**config.mk**
```make
export PLATFORM = sky130hd
export DESIGN_NAME = rssb_core
export DESIGN_NICKNAME = d
export VERILOG_FILES = /design/src/rtl/rssb_core.sv
export SDC_FILE = /design/constraint.sdc
export NUM_CORES = 1
export LEC_CHECK = 0
export ABC_AREA = 1
export BUFFER_PORTS_ARGS = -buffer_cell sky130_fd_sc_hd__buf_2
export CAP_MARGIN = 20
export CORE_ASPECT_RATIO = 1.5
export CORE_MARGIN = 3
export CORE_UTILIZATION = 50
export CTS_CLUSTER_DIAMETER = 60
export CTS_CLUSTER_SIZE = 25
export DETAILED_ROUTE_END_ITERATION = 16
export PLACE_DENSITY = 0.81
export SLEW_MARGIN = 10
export SYNTH_ARGS = -nofsm -noshare
export SYNTH_HDL_FRONTEND = slang
export SYNTH_SLANG_ARGS = --single-unit
```
**constraint.sdc**
```tcl
create_clock -name clk -period 2.1 [get_ports clk]
set_input_delay 0.105 -clock clk [delete_from_list [all_inputs] [get_ports clk]]
set_output_delay 0.105 -clock clk [all_outputs]
set_load 0.005 [all_outputs]
```
**src/rtl/rssb_core.sv**
```systemverilog
// RSSB sequencer: fetch operand, mem[op] = mem[op] - acc, skip next on borrow; 3 cycles/instruction.
// No backpressure: memory is combinational read / single-cycle write; run gates instruction issue.
module rssb_core #(
    parameter int               WIDTH    = 8,
    parameter logic [WIDTH-1:0] PC_RESET = '0,
    parameter logic [WIDTH-1:0] HALT_OP  = '1
) (
    input  logic             clk,
    input  logic             rst,
    input  logic             run,
    output logic [WIDTH-1:0] mem_addr,
    output logic             mem_write,
    output logic [WIDTH-1:0] mem_wdata,
    input  logic [WIDTH-1:0] mem_rdata,
    output logic [WIDTH-1:0] pc,
    output logic [WIDTH-1:0] acc,
    output logic             borrow,
    output logic             halted
);

    typedef enum logic [2:0] {
        ST_IDLE  = 3'd0,
        ST_FETCH = 3'd1,
        ST_READ  = 3'd2,
        ST_WRITE = 3'd3,
        ST_HALT  = 3'd4
    } state_t;

    localparam logic [WIDTH-1:0] STEP_ONE = WIDTH'(1);
    localparam logic [WIDTH-1:0] STEP_TWO = WIDTH'(2);

    state_t           state_q, state_d;
    logic [WIDTH-1:0] pc_q, pc_d;
    logic [WIDTH-1:0] acc_q, acc_d;
    logic [WIDTH-1:0] ir_q, ir_d;
    logic [WIDTH-1:0] res_q, res_d;
    logic             brw_q, brw_d;
    logic             borrow_q, borrow_d;

    always_ff @(posedge clk or posedge rst) begin
        if (rst) begin
            state_q  <= ST_IDLE;
            pc_q     <= PC_RESET;
            acc_q    <= '0;
            ir_q     <= '0;
            res_q    <= '0;
            brw_q    <= 1'b0;
            borrow_q <= 1'b0;
        end else begin
            state_q  <= state_d;
            pc_q     <= pc_d;
            acc_q    <= acc_d;
            ir_q     <= ir_d;
            res_q    <= res_d;
            brw_q    <= brw_d;
            borrow_q <= borrow_d;
        end
    end

    // Bus outputs decode straight from state so an async reset drops mem_write at once.
    always_comb begin
        state_d   = state_q;
        pc_d      = pc_q;
        acc_d     = acc_q;
        ir_d      = ir_q;
        res_d     = res_q;
        brw_d     = brw_q;
        borrow_d  = borrow_q;
        mem_addr  = pc_q;
        mem_write = 1'b0;
        mem_wdata = '0;

        unique case (state_q)
            ST_IDLE: begin
                if (run) begin
                    state_d = ST_FETCH;
                end
            end
            ST_FETCH: begin
                ir_d = mem_rdata;
                if (mem_rdata == HALT_OP) begin
                    state_d = ST_HALT;
                end else begin
                    state_d = ST_READ;
                end
            end
            ST_READ: begin
                mem_addr = ir_q;
                res_d    = mem_rdata - acc_q;
                brw_d    = (mem_rdata < acc_q);
                state_d  = ST_WRITE;
            end
            ST_WRITE: begin
                mem_addr  = ir_q;
                mem_write = 1'b1;
                mem_wdata = res_q;
                acc_d     = res_q;
                borrow_d  = brw_q;
                pc_d      = pc_q + (brw_q ? STEP_TWO : STEP_ONE);
                state_d   = run ? ST_FETCH : ST_IDLE;
            end
            ST_HALT: begin
                state_d = ST_HALT;
            end
            default: begin
                state_d = ST_IDLE;
            end
        endcase
    end

    assign pc     = pc_q;
    assign acc    = acc_q;
    assign borrow = borrow_q;
    assign halted = (state_q == ST_HALT);

endmodule

```
Word level (Yosys, flattened, before mapping)
Cells that the tools add are included.

Flip-flop bits (word level): 37. Input bits: 11. Output and inout port bits: 35. Logic and storage cells: 26.

$add $sub $neg: 2. $lt $le $gt $ge: 1. Equality and inequality tests: 6. Muxes and demuxes: 8. Reductions and logical operators: 2.

Operators with widths (number): 2-to-1 mux 8 bit (2); one-hot mux 3 bit (5 select lines) (1); adder 8 x 2 -> 8 bit (1); equality test 8 bit (second input constant) (1); less-than comparator 8 bit (1); subtractor 8 bit (1); equality test 3 x 2 -> 1 bit (second input constant) (2); 2-to-1 mux 3 bit (2); equality test 3 x 1 -> 1 bit (second input constant) (1); equality test 3 bit (second input constant) (1); zero test 3 bit (1); 2-to-1 mux 1 bit (2); 2-to-1 mux 2 bit (1); inequality test 2 bit (second input constant) (1); OR reduction 2 bit (1).

Logic depth before layout (Yosys ltp)
Gate-level depths: netlist (run 1).

Word-level depth: 3. Gate-level depth with buffers: 11. Depth with buffers taken out: 11.

Worst setup path after synthesis (run 1)
Ideal clock, no wire load.

Path type: reg-to-reg. From: reg brw_q. To: reg pc_q[6], in the netlist pc[6]. Library setup time: 0.117 ns. Data arrival time: 1.424 ns. Data required time: 1.983 ns. Slack: 0.559 ns. Stages on the path, launching flop included: 10. Path buffers: 0. Clock period less this slack: 1.541 ns. Cells stage by stage: dfrtp_1 > inv_1 > ha_1 > inv_1 > fa_1 > inv_1 > nand4_1 > xor2_1 > nand2_1 > nand2_1.

Word-level cells in the longest chain between the ends: 2.

Ends and longest elaborated chain: from (decl) (line 37) `logic brw_q, brw_d;`; from (signal assigned) (line 55) `brw_q <= brw_d;`; 2-to-1 mux 2 bit (line 99) `pc_d = pc_q + (brw_q ? STEP_TWO : STEP_ONE);`; adder 8 x 2 -> 8 bit (line 99); to (signal assigned) (line 51) `pc_q <= pc_d;`; to (decl) (line 33) `logic [WIDTH-1:0] pc_q, pc_d;`.

No other way between the ends. A chain may end at the register's enable or synchronous reset.

Worst setup path after layout (run 1)
From: reg state_q[2]. To: out mem_wdata[2].

Word-level cells in the longest chain between the ends: 2.

Ends and longest elaborated chain: from (decl) (line 32) `state_t state_q, state_d;`; from (signal assigned) (line 50) `state_q <= state_d;`; equality test 3 x 2 -> 1 bit (line 73) `unique case (state_q)`; 2-to-1 mux 8 bit (line 73); to (decl) (line 13) `output logic [WIDTH-1:0] mem_wdata,`.

No other way between the ends.

==> impl_metrics.csv, run 1 <==
group,metric,value,unit
yosys,avgSynthCellArea,7.98,µm²
sta,tightestPinTransition,468,ps
final_layout,num_antenna_cells,0,
clock_tree,htreeDepth,2,
power,combPwrFrac,51.2,%
yosys,synthDistinctLibCells,25,
placement,pre_cts_slack,401,ps
placement,placed_cells,349,
power,p_int,2.01,mW
final_layout,finalNonFillerCells,357,
detailed_routing,wl,4.71,mm
sta,fin_ws,342,ps
setup_path,cp_max_fo,16,
global_routing,grt_first_pass_wirelength,7.94,mm
global_routing,grt_pass1_vias,1841,
sta,finalCritPeriodShare,83.7,%
detailed_routing,dr.pass1.iters,4,
power,p_seq_share,34.4,%
placement,dp_hpwl,3.65,mm
sta,setup-tns-final,0,ps
sta,slew_viol_final,0,
setup_path,crit_type,"flip-flop to output port",
sta,hold_violations,0,
global_routing,gr-total-overflow,0,
placement,place.gp.congestion,0.871,
clock_tree,clk_pin_slew,70,ps
final_layout,finalInstanceArea,2450,µm²
sta,finalClockSkew,2.92,ps
sta,fmax,569,MHz
sta,rsz0062_at_grt,"no",
final_layout,seq_area,926,µm²
detailed_routing,vias_per_cell,5.05,
clock_tree,clk_path_buf_depth,2,
power,switching_share,43.4,%
setup_path,crit_required,2000,ps
setup_path,cp.arrival,1650,ps
power,p_per_area,1450,nW/µm²
flow_run,cap_violations,0,
final_layout,final_layout_size_suffix_gt1_share,20.8,%
detailed_routing,final_antenna_net_count,0,
floorplan,start_util,52.4,%
global_routing,grt_max_degree,38,
setup_path,worstSetupEndpointType,"output port",
yosys,yosys_warnings,0,
sta,slew_headroom,68.8,%
sta,whs,65.4,ps
clock_tree,cts_tree,"built",
floorplan,fp-row-count,28,
clock_tree,postCtsSetupRepairBufs,0,
sta,setup_viol,0,
final_layout,multiInputGateArea,970,µm²
clock_tree,cts_root_buffer,"clkbuf_8",
power,p_leak,1.37,nW
yosys,ys_seq_elements,37,
detailed_routing,vias,1804,
placement,placed_area,2350,µm²
power,ir_worst_vdd,0.814,mV
final_layout,utilization,61.8,%
floorplan,die_y,84.9,µm
detailed_routing,drtIter0Drc,77,
sta,min_period,1760,ps
final_layout,area_growth_syn_to_layout,17.9,%
final_layout,fill_cells,373,
yosys,synthesis.nets,283,
floorplan,io_pins,46,
detailed_routing,wl_per_cell,13.2,µm
power,p_sw,1.55,mW
yosys,syn-cell-area,2070,µm²
detailed_routing,drc,0,
run_status,status,"finished, final reports clean",
clock_tree,numClockSinks,37,
clock_tree,cts_made_buffers,5,
clock_tree,clk_latency,290,ps
yosys,syn_inst,260,
floorplan,die_area,4970,µm²
worst_hold_path,hold_path_class,"input port to flip-flop",
power,p_total,3.56,mW
global_routing,antenna_found_initial,0,
floorplan,die_x,58.6,µm
placement,port_buffers,45,
final_layout,nNetsFinal,335,
setup_path,r2r_setup_slack,390,ps
floorplan,fp.coreArea,3960,µm²
yosys,ys_seq_area_share,44.6,%
power,clock_power_share,14.3,%
global_routing,grt_usage,21.0,%
setup_path,startpoint_type,"flip-flop",
worst max-delay path, stage by stage (launching register included):
cell	delay (ps)
dfrtp_1	410
inv_1	140
nand2_4	110
nor2_4	220
inv_2	190
nor2_1	160
buf_2	130
synthesized netlist by cell type, drive strengths merged:
master / number / area share, %
nor3: 2 / 1.3
xor2: 5 / 2.1
o21bai: 7 / 2.5
dfrtp: 37 / 45
nand3b: 6 / 2.2
nand2: 86 / 16
buf: 4 / 1.4
nor2: 21 / 4.6
fa: 2 / 1.9
o21ai: 17 / 4.1
nand3: 10 / 2.4
ha: 10 / 6.0
o21a: 1 / 0.36
or2: 3 / 0.90
nand4: 3 / 0.90
inv: 40 / 7.2
a21oi: 6 / 1.4
registers in the layout, indices dropped and copies added (netlist names):
name,cells
borrow,1
brw_q,1
acc,8
ir_q,8
pc,8
res_q,8
state_q,3
worst paths after layout:
path	start	to	cells after the start
hold / removal	mem_rdata[6]	ir_q[6]$_DFFE_PP0N_	3
max in group asynchronous	rst	state_q[0]$_DFFE_PP0P_	4
min in group asynchronous	rst	pc[1]$_DFFE_PP0N_	4
hold reg to reg	ir_q[1]$_DFFE_PP0N_	ir_q[1]$_DFFE_PP0N_	2
setup / recovery	state_q[2]$_DFFE_PP0P_	mem_wdata[2]	6
setup reg to reg	brw_q$_DFFE_PP0P_	pc[6]$_DFFE_PP0N_	9
layout by cell type, fill, tap and decap left out, drive strengths merged, types with 3 or more instances in the layout:
cell type  count
a21oi          6
buf           48
clkbuf         7
dfrtp         37
ha            10
inv           40
nand2         86
nand3         10
nand3b         6
nand4          3
nor2          21
o21ai         17
o21bai         7
or2            3
xor2           5
final cells by class:
cell class / instances / share of cell area (%)
Sequential cell: 37 / 37.9
Clock buffer: 7 / 3.53
Tap cell: 45 / 2.30
Inverter: 40 / 6.14
Timing Repair Buffer: 49 / 10.5
Multi-Input combinational cell: 179 / 39.6
layer usage:
layer	global-route usage [%]	share of wire, %
met1	24.1	41
met2	36.7	52
met3	4.26	4.7
met4	9.07	2.7
met5	0	0
timing repair:
action	in CTS	in global routing
endpoints found under the hold margin	37	0
hold buffers	1	0
gates resized for setup	0	0
power by group through the flow:
stage / Clock [mW] / Sequential (mW) / Combinational, mW
detailed placement: 0 / 1.24 / 1.85
global placement: 0 / 1.22 / 1.80
CTS: 0.520 / 1.23 / 1.86
global route: 0.549 / 1.27 / 2.11
finish: 0.510 / 1.23 / 1.82
floorplan: 0 / 1.22 / 1.26
cells by family after synthesis:
kind of cell / Yosys count / share of synthesized area [%]
AND/OR/NAND/NOR: 131 / 28.2
AO/OA/AOI/OAI: 31 / 8.44
XOR/XNOR: 5 / 2.11
flip-flops: 37 / 44.6
adder cells (fa/ha/maj): 12 / 7.96
buffers and inverters: 44 / 8.63
Note: power is estimated with default switching activity, not from simulation.
==> run 2: changes to the inputs <==
- clock period: 2.1 -> 1.7 ns (I/O delays scaled with it)
==> run 2 against run 1 <==
Core utilization increased by 1.3 points. Power increased by 26%. Wire length decreased by 3.9%. Clock skew increased by 3.4 ps. Register-to-register slack got worse by 250 ps. Final cell count increased by 1.1%. Global-route usage decreased by 0.12 points. Combinational power increased by 30%. Sequential share of layout area decreased by 0.76 points. First-iteration DRC count decreased by 27%. Clock-buffer cell count unchanged.
==> impl_metrics.csv, run 2 (synthesis gave the netlist of run 1 again) <==
group,metric,value,unit
run_status,status,"finished, final reports clean",
setup_path,startpoint_type,"flip-flop",
clock_tree,cts_root_buffer,"clkbuf_8",
clock_tree,cts_made_buffers,5,
setup_path,crit_chain,"inv_2, nand2_4, nor2_4, inv_4, nor2_1, buf_2",
global_routing,grt_max_degree,38,
detailed_routing,drtIter0Drc,56,
power,p_per_area,1800,nW/µm²
clock_tree,clk_latency,290,ps
global_routing,grt_usage,20.8,%
setup_path,critPathLaunch,"state_q[2]$_DFFE_PP0P_",
floorplan,io_pins,46,
sta,finalClockSkew,6.31,ps
final_layout,num_antenna_cells,0,
detailed_routing,vias,1797,
sta,slew_viol_final,0,
placement,port_buffers,45,
sta,hold_violations,0,
power,ir_worst_vdd,1.11,mV
setup_path,crit_type,"flip-flop to output port",
global_routing,antenna_found_initial,0,
final_layout,final_common_cell,"nand2_1",
clock_tree,clk_path_buf_depth,2,
clock_tree,clk_pin_slew,70,ps
detailed_routing,final_antenna_net_count,0,
power,p_leak,1.38,nW
final_layout,nNetsFinal,339,
setup_path,r2r_setup_slack,140,ps
detailed_routing,dr.pass1.iters,4,
placement,dp_hpwl,3.52,mm
worst_hold_path,hold_path_class,"input port to flip-flop",
global_routing,grt_pass1_vias,1812,
global_routing,grt_first_pass_wirelength,7.97,mm
floorplan,start_util,52.4,%
final_layout,finalInstanceArea,2500,µm²
final_layout,area_growth_syn_to_layout,20.3,%
detailed_routing,vias_per_cell,4.98,
sta,slew_headroom,68.8,%
floorplan,die_x,58.6,µm
floorplan,fp-row-count,28,
setup_path,slowest_delay,420,ps
setup_path,worstSetupEndpointType,"output port",
clock_tree,cts_tree,"built",
sta,finalCritPeriodShare,92.0,%
detailed_routing,drc,0,
setup_path,crit_family,"flip-flops",
setup_path,cp.arrival,1480,ps
sta,min_period,1560,ps
sta,setup_viol,0,
placement,placed_area,2370,µm²
setup_path,crit_required,1620,ps
sta,fmax,639,MHz
detailed_routing,wl,4.52,mm
sta,tightestPinTransition,469,ps
floorplan,die_area,4970,µm²
setup_path,cp_max_fo,16,
floorplan,die_y,84.9,µm
placement,place.gp.congestion,0.939,
flow_run,cap_violations,0,
clock_tree,htreeDepth,2,
clock_tree,numClockSinks,37,
floorplan,fp.coreArea,3960,µm²
final_layout,final_layout_size_suffix_gt1_share,24.1,%
setup_path,slowest_stage,"dfrtp_1",
sta,setup-tns-final,0,ps
sta,rsz0062_at_grt,"no",
setup_path,r2r_start,"brw_q$_DFFE_PP0P_",
final_layout,most-common-layout-cells,"83 x nand2_1, 45 x buf_2, 37 x dfrtp_1, 36 x inv_1, 16 x nor2_1",
detailed_routing,wl_per_cell,12.5,µm
global_routing,gr-total-overflow,0,
setup_path,cp_num_buf_inv,3,
worst_hold_path,holdCritStartpoint,"mem_rdata[4]",
run 2: cell count changes in the layout (fill, tap and decap cells not counted):
cell	previous run	this run
nand2_1	85	83
a21oi_1	6	5
nand2_2	0	2
a21oi_2	0	1
inv_4	0	1
clkinvlp_4	0	1
nor2_1	18	16
nor2_2	1	3
buf_4	3	7
inv_1	38	36
run 2: final cells by class:
class / count / area (µm²)
repair buffers: 53 / 288
multi-input cells: 179 / 983
flip-flops and latches: 37 / 926
fillers: 372 / 1460
inverters: 40 / 156
well taps: 45 / 56.3
clock buffers: 7 / 86.3
run 2: power breakdown:
part | switching [mW] | internal, mW
Clock | 0.296 | 0.321
Sequential | 0.240 | 1.27
Combinational | 1.39 | 0.969
Total | 1.93 | 2.56
run 2: metrics by stage:
step / hold slack (ps) / power (mW) / util (%) / std cells / setup slack (ps)
final: 45.5 / 4.49 / 63.1 / 361 / 136
after global routing: 47.0 / 4.97 / 63.1 / 361 / 8.07
after CTS: 31.1 / 4.50 / 62.6 / 361 / 52.2
after detailed placement: 219 / 3.84 / 59.9 / 352 / 118
after global placement: 215 / 3.77 / 59.9 / 352 / 179
after floorplan: 202 / 3.06 / - / 260 / 159
run 2: worst paths after layout:
| path | to | cells after the start |
|---|---|---|
| worst max register to register | pc[6]$_DFFE_PP0N_ | 9 |
| worst min-delay path | ir_q[4]$_DFFE_PP0N_ | 3 |
| max in group asynchronous | acc[1]$_DFFE_PP0N_ | 4 |
| worst max-delay path | mem_wdata[7] | 6 |
| min in group asynchronous | borrow$_DFFE_PP0N_ | 4 |
| worst min register to register | ir_q[2]$_DFFE_PP0N_ | 2 |
run 2: metal layers:
metal	global-route usage, %	vias to the layer above	wire length (µm)
li1	-	916	-
met1	24.2	822	1840
met2	36.1	45	2310
met3	3.96	14	229
met4	9.69	0	150
met5	0	-	0
run 2: worst register-to-register path: stages, from the launching register on:
cell and delay [ps]:
dfrtp_1 380, inv_1 70, ha_1 160, inv_1 50, fa_1 350, inv_1 80
nand4_1 110, xor2_1 160, nand2_1 60, nand2_1 40
run 2: repair_timing:
action,4_1_cts,5_1_grt
hold endpoints to repair,37,0
setup endpoints to repair,6,16
gates resized for setup,1,7
pin swaps,1,1
hold buffers,1,0
buffers inserted,1,0
==> run 3: changes to the inputs <==
- CAP_MARGIN: 20 -> unset
- CELL_PAD_IN_SITES_DETAIL_PLACEMENT: unset -> 1
- CELL_PAD_IN_SITES_GLOBAL_PLACEMENT: unset -> 2
- CORE_UTILIZATION: 50 -> 31
- PLACE_DENSITY: 0.81 -> 0.86
==> run 3 against run 2 <==
Wire length up 20%. Worst setup slack got worse by 22 ps. Sequential share of layout area shrank 0.59 points.
==> impl_metrics.csv, run 3 (synthesis gave the netlist of run 1 again) <==
group,metric,value,unit
power,combPwrFrac,53.1,%
clock_tree,cts_tree,"built",
detailed_routing,drt-met1-wl,2.20,mm
sta,finalClockSkew,2.39,ps
power,p_sw,1.98,mW
detailed_routing,wl,5.44,mm
sta,setup_viol,0,
setup_path,crit_chain,"inv_1, nand2_4, buf_4, clkinvlp_4, o21ai_0, buf_2",
power,switching_share,43.4,%
clock_tree,cts_made_buffers,5,
placement,placed_area,2420,µm²
clock_tree,cts_root_buffer,"clkbuf_8",
floorplan,die_x,72.8,µm
power,p_int,2.58,mW
global_routing,grt_pass1_vias,1984,
detailed_routing,drc,0,
floorplan,die_area,7730,µm²
global_routing,antenna_found_initial,0,
clock_tree,htreeDepth,2,
clock_tree,clk_pin_slew,70,ps
final_layout,fill_cells,808,
sta,tightestPinTransition,482,ps
placement,pre_cts_slack,97.8,ps
setup_path,slowest_stage,"dfrtp_1",
power,p_seq_share,33.2,%
final_layout,area_growth_syn_to_layout,22.3,%
detailed_routing,highest_layer,"met4",
run_status,status,"finished, final reports clean",
floorplan,die_y,106,µm
detailed_routing,vias,1863,
detailed_routing,wl_met2,2.91,mm
global_routing,grt_first_pass_wirelength,9.29,mm
power,ir_worst_vdd,0.578,mV
sta,slew_viol_final,0,
final_layout,finalNonFillerCells,392,
detailed_routing,wl_per_cell,13.9,µm
floorplan,fp-row-count,35,
setup_path,crit_family,"buffers and inverters",
setup_path,crit_required,1620,ps
floorplan,io_pins,46,
setup_path,startpoint_type,"flip-flop",
placement,port_buffers,45,
setup_path,cp_max_fo,7,
global_routing,grt_max_degree,38,
sta,slew_headroom,67.9,%
setup_path,cp.arrival,1500,ps
sta,setup-tns-final,0,ps
setup_path,worstSetupEndpointType,"output port",
placement,place.gp.congestion,0.838,
sta,fmax,630,MHz
global_routing,gr-total-overflow,0,
final_layout,final_common_cell,"nand2_1",
clock_tree,clk_latency,280,ps
power,p_per_area,1790,nW/µm²
power,clock_power_share,13.7,%
sta,hold_violations,0,
detailed_routing,vias_per_cell,4.75,
detailed_routing,routed-wl-met3,235,µm
worst_hold_path,hold_path_class,"input port to flip-flop",
setup_path,cp_num_buf_inv,4,
placement,placed_cells,382,
final_layout,num_antenna_cells,0,
final_layout,most-common-layout-cells,"84 x nand2_1, 45 x buf_2, 37 x inv_1, 37 x dfrtp_1, 18 x nor2_1",
setup_path,crit_type,"flip-flop to output port",
power,p_leak,1.39,nW
detailed_routing,final_antenna_net_count,0,
detailed_routing,drtIter0Drc,21,
final_layout,utilization,40.2,%
final_layout,seq_area,926,µm²
floorplan,fp.coreArea,6310,µm²
placement,dp_hpwl,4.33,mm
flow_run,cap_violations,0,
clock_tree,numClockSinks,37,
final_layout,finalInstanceArea,2540,µm²
sta,fin_ws,114,ps
global_routing,grt_usage,15.3,%
floorplan,start_util,32.9,%
final_layout,final_layout_size_suffix_gt1_share,23.0,%
sta,finalCritPeriodShare,93.3,%
final_layout,multiInputGateArea,972,µm²
detailed_routing,dr.pass1.iters,4,
final_layout,nNetsFinal,341,
clock_tree,clk_path_buf_depth,2,
sta,min_period,1590,ps
setup_path,slowest_delay,390,ps
## run 3: repair_timing
item | CTS | global route
setup buffers | 0 | 1
pin swaps | 0 | 2
setup endpoints to repair | 8 | 17
gates resized for setup | 2 | 6
endpoints found under the hold margin | 37 | 0
hold buffers | 1 | 0
gates cloned | 0 | 1
## run 3: worst paths after layout
kind                       slack, ps                   start                      to  cells after the start
setup / recovery                 110  state_q[2]$_DFFE_PP0P_             mem_addr[6]                      6
hold / removal                    50            mem_rdata[2]     ir_q[2]$_DFFE_PP0N_                      3
setup reg to reg                 130       brw_q$_DFFE_PP0P_       pc[6]$_DFFE_PP0N_                      9
hold reg to reg                  480     ir_q[1]$_DFFE_PP0N_     ir_q[1]$_DFFE_PP0N_                      2
max in group asynchronous        910                     rst  state_q[0]$_DFFE_PP0P_                      4
min in group asynchronous        450                     rst      borrow$_DFFE_PP0N_                      4
## run 3: routing by layer
metal	GRT usage (%)	up-vias
met5	0	-
met4	5.15	0
met3	3.41	6
met2	27.3	41
met1	17.4	896
li1	-	920
## run 3: layout make-up
class	count	share of cell area (%)
Inverter	40	6.17
Multi-Input combinational cell	179	38.3
Timing Repair inverter	1	0.296
Tap cell	74	3.65
Timing Repair Buffer	54	11.6
Clock buffer	7	3.40
Sequential cell	37	36.5
## run 3: stage by stage
stage               power [mW]  hold slack, ps
floorplan                 3.06             202
detailed placement        3.97             235
global route              5.07            60.8
CTS                       4.64            42.3
global placement          3.90             227
finish                    4.55            53.0
## run 3: tightest hold or removal path: stages
cell and delay, ps:
buf_2 110, nand2_1 60, nand2_1 50
## run 3: power by group through the flow
stage                     Clock, mW  Combinational, mW  Sequential [mW]
final                         0.622               2.42             1.51
after floorplan                   0               1.55             1.51
after global placement            0               2.37             1.52
after global routing          0.680               2.82             1.57
after CTS                     0.661               2.46             1.52
after detailed placement          0               2.43             1.54
